`src/rtl/fetch_unit.sv`:
```
// rtl/fetch_unit.sv - MIPS instruction-fetch stage: PC register, IM initiator, F/D pipeline register
// Owns PC sequencing (stall/redirect/sequential) and the F/D latch with flush-to-bubble.
module fetch_unit #(
  parameter logic [31:0] RESET_PC  = 32'h0000_3000,
  parameter logic [31:0] NOP_INSTR = 32'h0000_0000
) (
  input  logic        clk,
  input  logic        reset,
  input  logic        STALL,
  input  logic        FLUSH,
  input  logic        REDIRECT,
  input  logic [31:0] REDIRECT_PC,
  output logic [31:0] PC,
  input  logic [31:0] IM_OUT,
  output logic [31:0] D_INSTR,
  output logic [31:0] D_PC,
  output logic [31:0] D_PC8,
  output logic        D_VALID,
  output logic [31:0] FETCH_CNT
);

  logic fd_load;
  assign fd_load = !FLUSH && !STALL;

  // A redirect arriving during a stall is dropped; decode keeps presenting it.
  always_ff @(posedge clk) begin
    if (reset) begin
      PC <= RESET_PC;
    end else if (!STALL) begin
      if (REDIRECT) begin
        PC <= {REDIRECT_PC[31:2], 2'b00};
      end else begin
        PC <= PC + 32'd4;
      end
    end
  end

  // Flush wins over stall so a stalled slot can still be turned into a bubble.
  always_ff @(posedge clk) begin
    if (reset) begin
      D_INSTR   <= NOP_INSTR;
      D_PC      <= 32'd0;
      D_PC8     <= 32'd0;
      D_VALID   <= 1'b0;
      FETCH_CNT <= 32'd0;
    end else if (FLUSH) begin
      D_INSTR <= NOP_INSTR;
      D_PC    <= 32'd0;
      D_PC8   <= 32'd0;
      D_VALID <= 1'b0;
    end else if (fd_load) begin
      D_INSTR   <= IM_OUT;
      D_PC      <= PC;
      D_PC8     <= PC + 32'd8;
      D_VALID   <= 1'b1;
      FETCH_CNT <= FETCH_CNT + 32'd1;
    end
  end

endmodule

```
`config.mk`:
```
export PLATFORM = sky130hd
export DESIGN_NAME = fetch_unit
export DESIGN_NICKNAME = d
export VERILOG_FILES = /design/src/rtl/fetch_unit.sv
export SDC_FILE = /design/constraint.sdc
export NUM_CORES = 1
export LEC_CHECK = 0
export CORE_MARGIN = 1.5
export CORE_UTILIZATION = 28
export CTS_CLUSTER_DIAMETER = 50
export DETAILED_ROUTE_END_ITERATION = 6
export HOLD_SLACK_MARGIN = 0.12
export RECOVER_POWER = 100
export REMOVE_ABC_BUFFERS = 1
export SLEW_MARGIN = 40
export SYNTH_ARGS = -nofsm -noshare
export SYNTH_HDL_FRONTEND = slang
export SYNTH_SLANG_ARGS = --single-unit
export TNS_END_PERCENT = 1
```
`constraint.sdc`:
```
create_clock -name clk -period 3.1 [get_ports clk]
set_clock_uncertainty 0.15 [all_clocks]
set_input_delay 0.31 -clock clk [delete_from_list [all_inputs] [get_ports clk]]
set_output_delay 0.31 -clock clk [all_outputs]
set_load 0.02 [all_outputs]
```
# After elaboration in Yosys (flattened, before gate mapping)
# Cells that the tools add are included.
# Widths: inputs -> output; s select.
dict set report classes {
  add_sub_neg 3
  multipliers 0
  n_div 0
  n_lt_le_gt_ge 0
  eq_ne 0
  shift 0
  muxes 1
  bitwise 1
  n_reduce_logical 5
}
# cell count
set op_table {}
lappend op_table {{$add 32x1->32 const B} 1}
lappend op_table {{$add 32x3->32 const B} 1}
lappend op_table {{$add 32x4->32 const B} 1}
lappend op_table {{$mux 32} 1}
lappend op_table {{$logic_not 1->1} 2}
lappend op_table {{$reduce_and 2->1} 1}
lappend op_table {{$reduce_or 2->1} 1}
lappend op_table {{$logic_and 1x1->1} 1}
lappend op_table {{$not 1->1} 1}
dict set report totals {
  ff_bits 161
  latch_bits 0
  ram_bits 0
  romBits 0
  inputBits 69
  output_inout_bits 161
  word_cells 16
  memories 0
}

# Logic depth before layout (Yosys ltp)
dict set report depth {
  word_depth 3
  depth_mapped 7
  ltp_nobuf 6
}

# Worst setup path after synthesis
# Ideal clock, no wire load.
dict set report synth_path {
  path_kind {reg-to-reg}
  from {reg PC[3]}
  to {reg PC[28]}
  setup_time_ns 0.137
  arrival_time_ns 2.072
  required_time_ns 2.813
  slack_ns 0.741
  path_stages_with_launch 8
  path_buffers 1
  period_less_slack_ns 2.359
  cell_sequence {dfxtp_1 > ha_1 > nand3_1 > clkbuf_1 > or4_1 > nor4_1 > mux2i_1 > o221ai_1}
}
dict set report synth_via {
  elab_chain_cells 2
}
# item line_no
set synth_lines {}
lappend synth_lines {{start, declared} 13} ;# output logic [31:0] PC,
lappend synth_lines {{start signal, assigned} 31} ;# PC <= {REDIRECT_PC[31:2], 2'b00};
lappend synth_lines {{start signal, assigned} 33} ;# PC <= PC + 32'd4;
lappend synth_lines {{$add 32x3->32} 33}
lappend synth_lines {{$mux 32} 30} ;# if (REDIRECT) begin
# No other way between the ends.
# A chain may end at the register's enable or synchronous reset.

# Worst setup path after layout
dict set report layout_path {
  from {reg PC[5]}
  to {reg D_PC8[28]}
}
dict set report layout_via {
  elab_chain_cells 1
}
# item line_no
set layout_lines {}
lappend layout_lines {{$add 32x4->32} 54} ;# D_PC8 <= PC + 32'd8;
lappend layout_lines {{end signal, assigned} 54}
lappend layout_lines {{end, declared} 17} ;# output logic [31:0] D_PC8,
# No other way between the ends.

==> results.sh <==
export IMPL_status="finished clean"
export IMPL_grt_pass1_vias=6387
export IMPL_synthFlopType="dfxtp_1"
export IMPL_synth_compound_area_frac=0.120
export IMPL_r2r_slack_ns=0.49
export IMPL_top_layer="met5"
export IMPL_grt_overflow=0
export IMPL_cp_top_family="simple AND/OR/NAND/NOR gates"
export IMPL_synth_edff_count=0
export IMPL_post_synth_cell_area_avg_sq_um=8.48
export IMPL_critical_path_buf_inv_count=0
export IMPL_grt_util_all_layers=0.171
export IMPL_drc=0
export IMPL_crit_type="flop to flop"
export IMPL_hp_class="input pin to flop"
export IMPL_post_route_cells_drive_above_1_share=0.0626
export IMPL_ctsHoldBuffers=0
export IMPL_dp_final_hpwl_microns=15600
export IMPL_cp_data_required_time_ns=3.25
export IMPL_cts_resized_gates=0
export IMPL_synth_async_sr_flop_share=0
export IMPL_antenna_found_initial=1
export IMPL_synth_seq_cells=154
export IMPL_portBuffers=221
export IMPL_synth_top_family_by_area="simple AND/OR/NAND/NOR gates"
export IMPL_via_per_inst=4.84
export IMPL_finalWeightedCongestion=0.805
export IMPL_period_needed_ns=2.61
export IMPL_core_area_sq_um=24500
export IMPL_tritoncts="done"
export IMPL_hold_depth=2
export IMPL_insertedDiodeCount=0
export IMPL_r2r_start="PC[5]"
export IMPL_ioPinCount=230
export IMPL_critPathSlowestCell="or4_1"
export IMPL_dieArea_sq_um=26000
export IMPL_grt_pass1_wl_microns=35200
export IMPL_max_cap_viol_count=0
export IMPL_hold_path_startpoint="reset"
export IMPL_finalSetupViolCount=0
export IMPL_initial_core_util=0.286
export IMPL_clk_pin_slew_worst_paths_ns=0.07
export IMPL_cts_sink_count=154
export IMPL_syn_inst=826
export IMPL_area_growth_pct=43.7
export IMPL_synthSimpleGateAreaFrac=0.225
export IMPL_worst_pin_slew_ns=1.38
export IMPL_drt_initial_drc_count=439
export IMPL_drv_slew=0
export IMPL_synth_yosys_seq_area_share=0.440
export IMPL_max_vdd_ir_drop_mv=0.299
export IMPL_wl_met1_microns=9660
export IMPL_clock_path_buffers=2
export IMPL_synth_cell_area_sq_um=7000
export IMPL_crit_path_end_kind="flop"
export IMPL_synthAdderAreaFrac=0.00536
export IMPL_synthDistinctLibCells=54
export IMPL_synthXorXnorAreaFrac=0.0675
export IMPL_fin_cells=1363
export IMPL_clk_latency_ns=0.42
export IMPL_nets=1099
export IMPL_htreeDepth=4
export IMPL_cts_setup_buffers=0
export IMPL_worstPathArrival_ns=2.75
export IMPL_tns_ns=0
export IMPL_grt_max_degree=51
export IMPL_hold_viol_final=0
export IMPL_fp_dieH_microns=161
export IMPL_cts_buffers=17
export IMPL_ys_warn_count=0
export IMPL_slew_headroom=0.0780
export IMPL_p_leak_nw=4.11
export IMPL_dr_pass1_iters=5
export IMPL_critPathMaxStageDelay_ns=0.73
export IMPL_dr_wl_met3_microns=1910
export IMPL_synth_mux_area_frac=0.0886
export IMPL_fmax_mhz=384
export IMPL_rsz0062_at_grt="no"
export IMPL_dr_wl_met2_microns=9950
export IMPL_num_vias=6599
export IMPL_final_period_utilization=0.840
export IMPL_fp_dieW_microns=161
export IMPL_dp_cells=1332
export IMPL_crit_fanout=11
export IMPL_r2r_end="D_PC8[28]"
export IMPL_cts_root_buf="clkbuf_16"
export IMPL_power_density_nw_per_um2=467
export IMPL_ant_nets=0
export IMPL_cp_cell_sequence="nand3_1 -> or4_1 -> nor4_1 -> xnor2_1 -> a21oi_1"
export IMPL_reg2reg_depth=5
export IMPL_route_detailed_wl_per_inst_microns=16.0
export IMPL_finalWirelength_microns=21800
export IMPL_min_to="FETCH_CNT[6]"
export IMPL_critPathLaunchType="flop"
export IMPL_rows=57
==> metal layers <==
metal  GRT usage  vias up
li1            -     3273
met1       0.219     3071
met2       0.271      230
met3      0.0583       23
met4      0.0530        2
met5           0        -
==> power breakdown <==
group / switching, W / internal (W)
registers: 0.0000504 / 0.00203
logic: 0.000302 / 0.000254
clock network: 0.000855 / 0.00121
total: 0.00121 / 0.00349
==> cells in the final DEF, fill, tap and decap left out, types with 12 or more instances in the layout <==
cell type          n
nor3_1            19
xor2_1            35
inv_1             12
o21ai_0           34
clkbuf_16         17
buf_4             23
dlygate4sd3_1    156
xnor2_1           19
dfxtp_1          154
clkdlybuf4s50_1   62
mux2i_1           62
nand3_1           35
a21oi_1           48
nor2_1           141
nand2_1           59
nand4_1           23
==> per-stage QoR <==
| step | area [sq um] | setup slack, ns | utilization | total power [W] | hold WS (ns) |
|---|---|---|---|---|---|
| global placement | 9560 | 0.491 | 0.391 | 0.00271 | 0.296 |
| floorplan | 6690 | 0.273 | - | 0.00237 | 0.229 |
| detailed placement | 9560 | 0.494 | 0.391 | 0.00272 | 0.301 |
| global route | 10100 | 0.294 | 0.411 | 0.00491 | 0.210 |
| finish | 10100 | 0.495 | 0.411 | 0.00470 | 0.178 |
| CTS | 10100 | 0.671 | 0.414 | 0.00480 | 0.125 |
==> kinds of logic (layout without fill, tap and decap cells) <==
family,after synthesis,in the layout
and+or+nand+nor,328,328
DFF,154,154
AOI/OAI and AO/OA,138,138
buffers and inverters,86,294
muxes,62,62
xor gates and xnor gates,54,54
adders and majority gates,3,3
other,1,6
==> synthesized netlist by cell type (12+ instances only) <==
cell type / number / share of area
inv_1: 12 / 0.0064
o21ai_0: 34 / 0.024
nand3_1: 34 / 0.024
nor2_1: 141 / 0.076
nand4_1: 23 / 0.021
xor2_1: 35 / 0.044
xnor2_1: 19 / 0.024
a21oi_1: 48 / 0.034
clkbuf_1: 42 / 0.023
nand2_1: 59 / 0.032
dfxtp_1: 154 / 0.44
mux2i_1: 62 / 0.089
nor3_1: 19 / 0.014
buf_1: 14 / 0.0075
==> worst max-delay path by stage <==
stage	startpoint	to	slack, ns	cells past startpoint
3_3_place_gp	FLUSH	FETCH_CNT[28]	0.49	6
6_report	PC[5]	D_PC8[28]	0.49	5
3_5_place_dp	FLUSH	FETCH_CNT[28]	0.49	6
2_1_floorplan	FLUSH	FETCH_CNT[3]	0.27	4
5_1_grt	PC[5]	D_PC8[28]	0.29	5
4_1_cts	PC[4]	PC[23]	0.67	6
==> worst reg2reg max path, cell delays in order, from the launching register on <==
cell and delay [ns]:
dfxtp_1 0.56, nand3_1 0.43, or4_1 0.74, nor4_1 0.38, xnor2_1 0.16, a21oi_1 0.08
==> layout make-up <==
class,instances,area (sq um)
clock inverter,10,121
inverter,12,45.0
sequential,154,3080
tap,324,405
multi-input combinational,591,3540
timing repair buffer,251,2410
clock buffer,21,450
fill,2441,14400
==> sequential cells by signal, summed over array words and instances, names as in the netlist <==
register	flops
D_VALID	1
D_INSTR	32
PC	30
FETCH_CNT	32
D_PC8	29
D_PC	30
No activity file was read; power rests on OpenSTA's default activity.
==> RTL change, RTL diff (config.mk and constraints unchanged) <==
Change the parameter `RESET_PC` from 32'h0000_3000 to 32'h00002000.
--- a/src/rtl/fetch_unit.sv
+++ b/src/rtl/fetch_unit.sv
@@ -2,5 +2,5 @@
 // Owns PC sequencing (stall/redirect/sequential) and the F/D latch with flush-to-bubble.
 module fetch_unit #(
-  parameter logic [31:0] RESET_PC  = 32'h0000_3000,
+  parameter logic [31:0] RESET_PC  = 32'h00002000,
   parameter logic [31:0] NOP_INSTR = 32'h0000_0000
 ) (
Function: changed (a bounded check fails within 4 cycles, from zero or initial values and one cycle with reset high).
==> RTL change against the original RTL <==
  * The flow now finishes with violations (capacitance limit, slew limit)
  * Wire length is 5.0% higher
  * Combinational power is 4.0% higher
  * Worst setup slack better by 0.019 ns
  * Sequential cell count stayed put
  * First-iteration DRC count is 7.7% higher
  * Critical path depth is 1 higher
  * Power is 3.1% higher
  * Core utilization is 0.38 points lower
  * Design area is 1.4% higher
  * Worst hold slack better by 0.091 ns
  * Non-clock buffer count is 1 higher
  * Synthesized area is 1.4% higher
  * Critical endpoint is now PC[5]$_SDFFE_PP0N_
  * Highest routed layer is now met4
==> RTL change: results (changes against the original RTL) <==
Synth
  • Post-synthesis compound-gate area fraction: 12.4% (+0.41 points)
  • Top post-synthesis cells by area: dfxtp_1 (43%), mux2i_1 (8.6%), nor2_1 (7.1%)
  • Mux cell area share after synthesis: 9.50% (+0.63 points)
  • Distinct cell type count after synthesis: 58 (+7.4%)
  • Syn_area_per_cell: 8.58 µm² (+1.2%)
  • Sequential area share after synthesis: 43.4% (-0.62 points)
  • Most frequent cells after synthesis: dfxtp_1 (154), nor2_1 (134), mux2i_1 (61)
  • Adder-Cell Fraction of Synth Area: 0.529% (-0.0076 points)
  • Syn. warnings: 0 (unchanged)
  • Synth Area in XOR/XNOR: 6.29% (-0.47 points)

Final layout
  • Share of cells above drive strength 1: 6.62% (+0.36 points)
  • Layout Nets: 1102 (+0.27%)
  • Non-Filler Instances: 1373 (+0.73%)

Global route
  • Global-route usage over all layers: 17.6% (+0.44 points)
  • Initial antenna violation count: 0 (-1)
  • First-pass GRT wire length: 36000 µm (+2.2%)
  • Vias in the first global route: 6352 (-0.55%)
  • Largest net degree at the start of global routing: 61 (+20%)

Placed design
  • Hpwl dp: 16300 µm (+4.6%)
  • Inst Count DP: 1341 (+0.68%)
  • DP Worst Slack: 0.447 ns (-0.0471 ns)
  • Placement Cell Area: 9670 µm² (+1.1%)
  • RD Place Congestion: 0.824 (+2.3%)

Detailed routing
  • Vias per cell: 4.87 (+0.60%)
  • DR top layer: met4
  • WL met1: 10400 µm (+7.5%)
  • WL met3: 1890 µm (-0.79%)
  • Routed wl met2: 10500 µm (+5.0%)
  • Routed WL per cell: 16.7 µm (+4.2%)
  • Initial DRT Pass Iterations: 4 (-1)

Critical path
  • Crit-path max FO: 48 (+37)
  • Family with the most delay on the worst path: buffers and inverters
  • R2R Path Start: PC[6]$_SDFFE_PP0N_
  • Worst Setup SP: STALL
  • Slowest Stage Delay on Critical Path: 1.10 ns (+0.37 ns)
  • Slowest cell on the critical path: clkbuf_2
  • Reg2Reg Setup Slack: 0.56 ns (+0.07 ns)
  • Setup crit end: PC[5]$_SDFFE_PP0N_

CTS
  • H-tree depth: 4 (unchanged)

Power and ir drop
  • Reg power frac: 43.1% (-1.2 points)
  • Switch share: 25.8% (+0.093 points)
  • Combinational power: 578 µW (+4.0%)
  • Leakage: 4.19 nW (+1.9%)
  • Maximum VDD drop: 0.287 mV (-4.1%)
  • Cell Pwr Density: 475 nW/µm² (+1.7%)

Timing
  • Min Tclk post-route: 2.59 ns (-0.0194 ns)
  • Max_slew headroom: -0.825% (-8.6 points)
  • Final Hold Slack: 0.269 ns (+0.0912 ns)
  • Slew Viols, Final: 21 (+21)

Outcome
  • Status: finished, violations left
  • Failing checks: capacitance limit, slew limit

Worst hold path
  • Hold EP: PC[4]$_SDFFE_PP0N_

Flow run
  • Max Cap Viol: 1 (+1)
[RTL change: changes by cell type in the layout (fill, tap and decap cells not counted), sizes merged, moves of 5 or more]
cell	unedited run	this run
xnor2	19	25
and4	2	11
nand3	35	29
nand2	59	51
mux2	0	5
or4	7	2
nor2	141	134
xor2	35	26
o21ai	34	42
nor2b	0	7
a21oi	48	53
and2	1	8
[RTL change: final cells by class]
cell class,count,area (µm²)
Timing Repair Buffer,252,2420
Clock inverter,8,108
Fill cell,2551,14800
Clock buffer,24,502
Sequential cell,154,3080
Inverter,11,41.3
Tap cell,330,413
Multi-Input combinational cell,594,3630
[RTL change: metal layers]
metal | GRT usage [%] | vias to the layer above
li1 | - | 3303
met2 | 28.1 | 256
met5 | 0 | -
met1 | 23.0 | 3115
met4 | 4.13 | 0
met3 | 5.54 | 13
[RTL change: worst min-delay path: stages]
cell and delay [ns]:
buf_2 0.13, buf_4 0.23, nor2_1 0.12
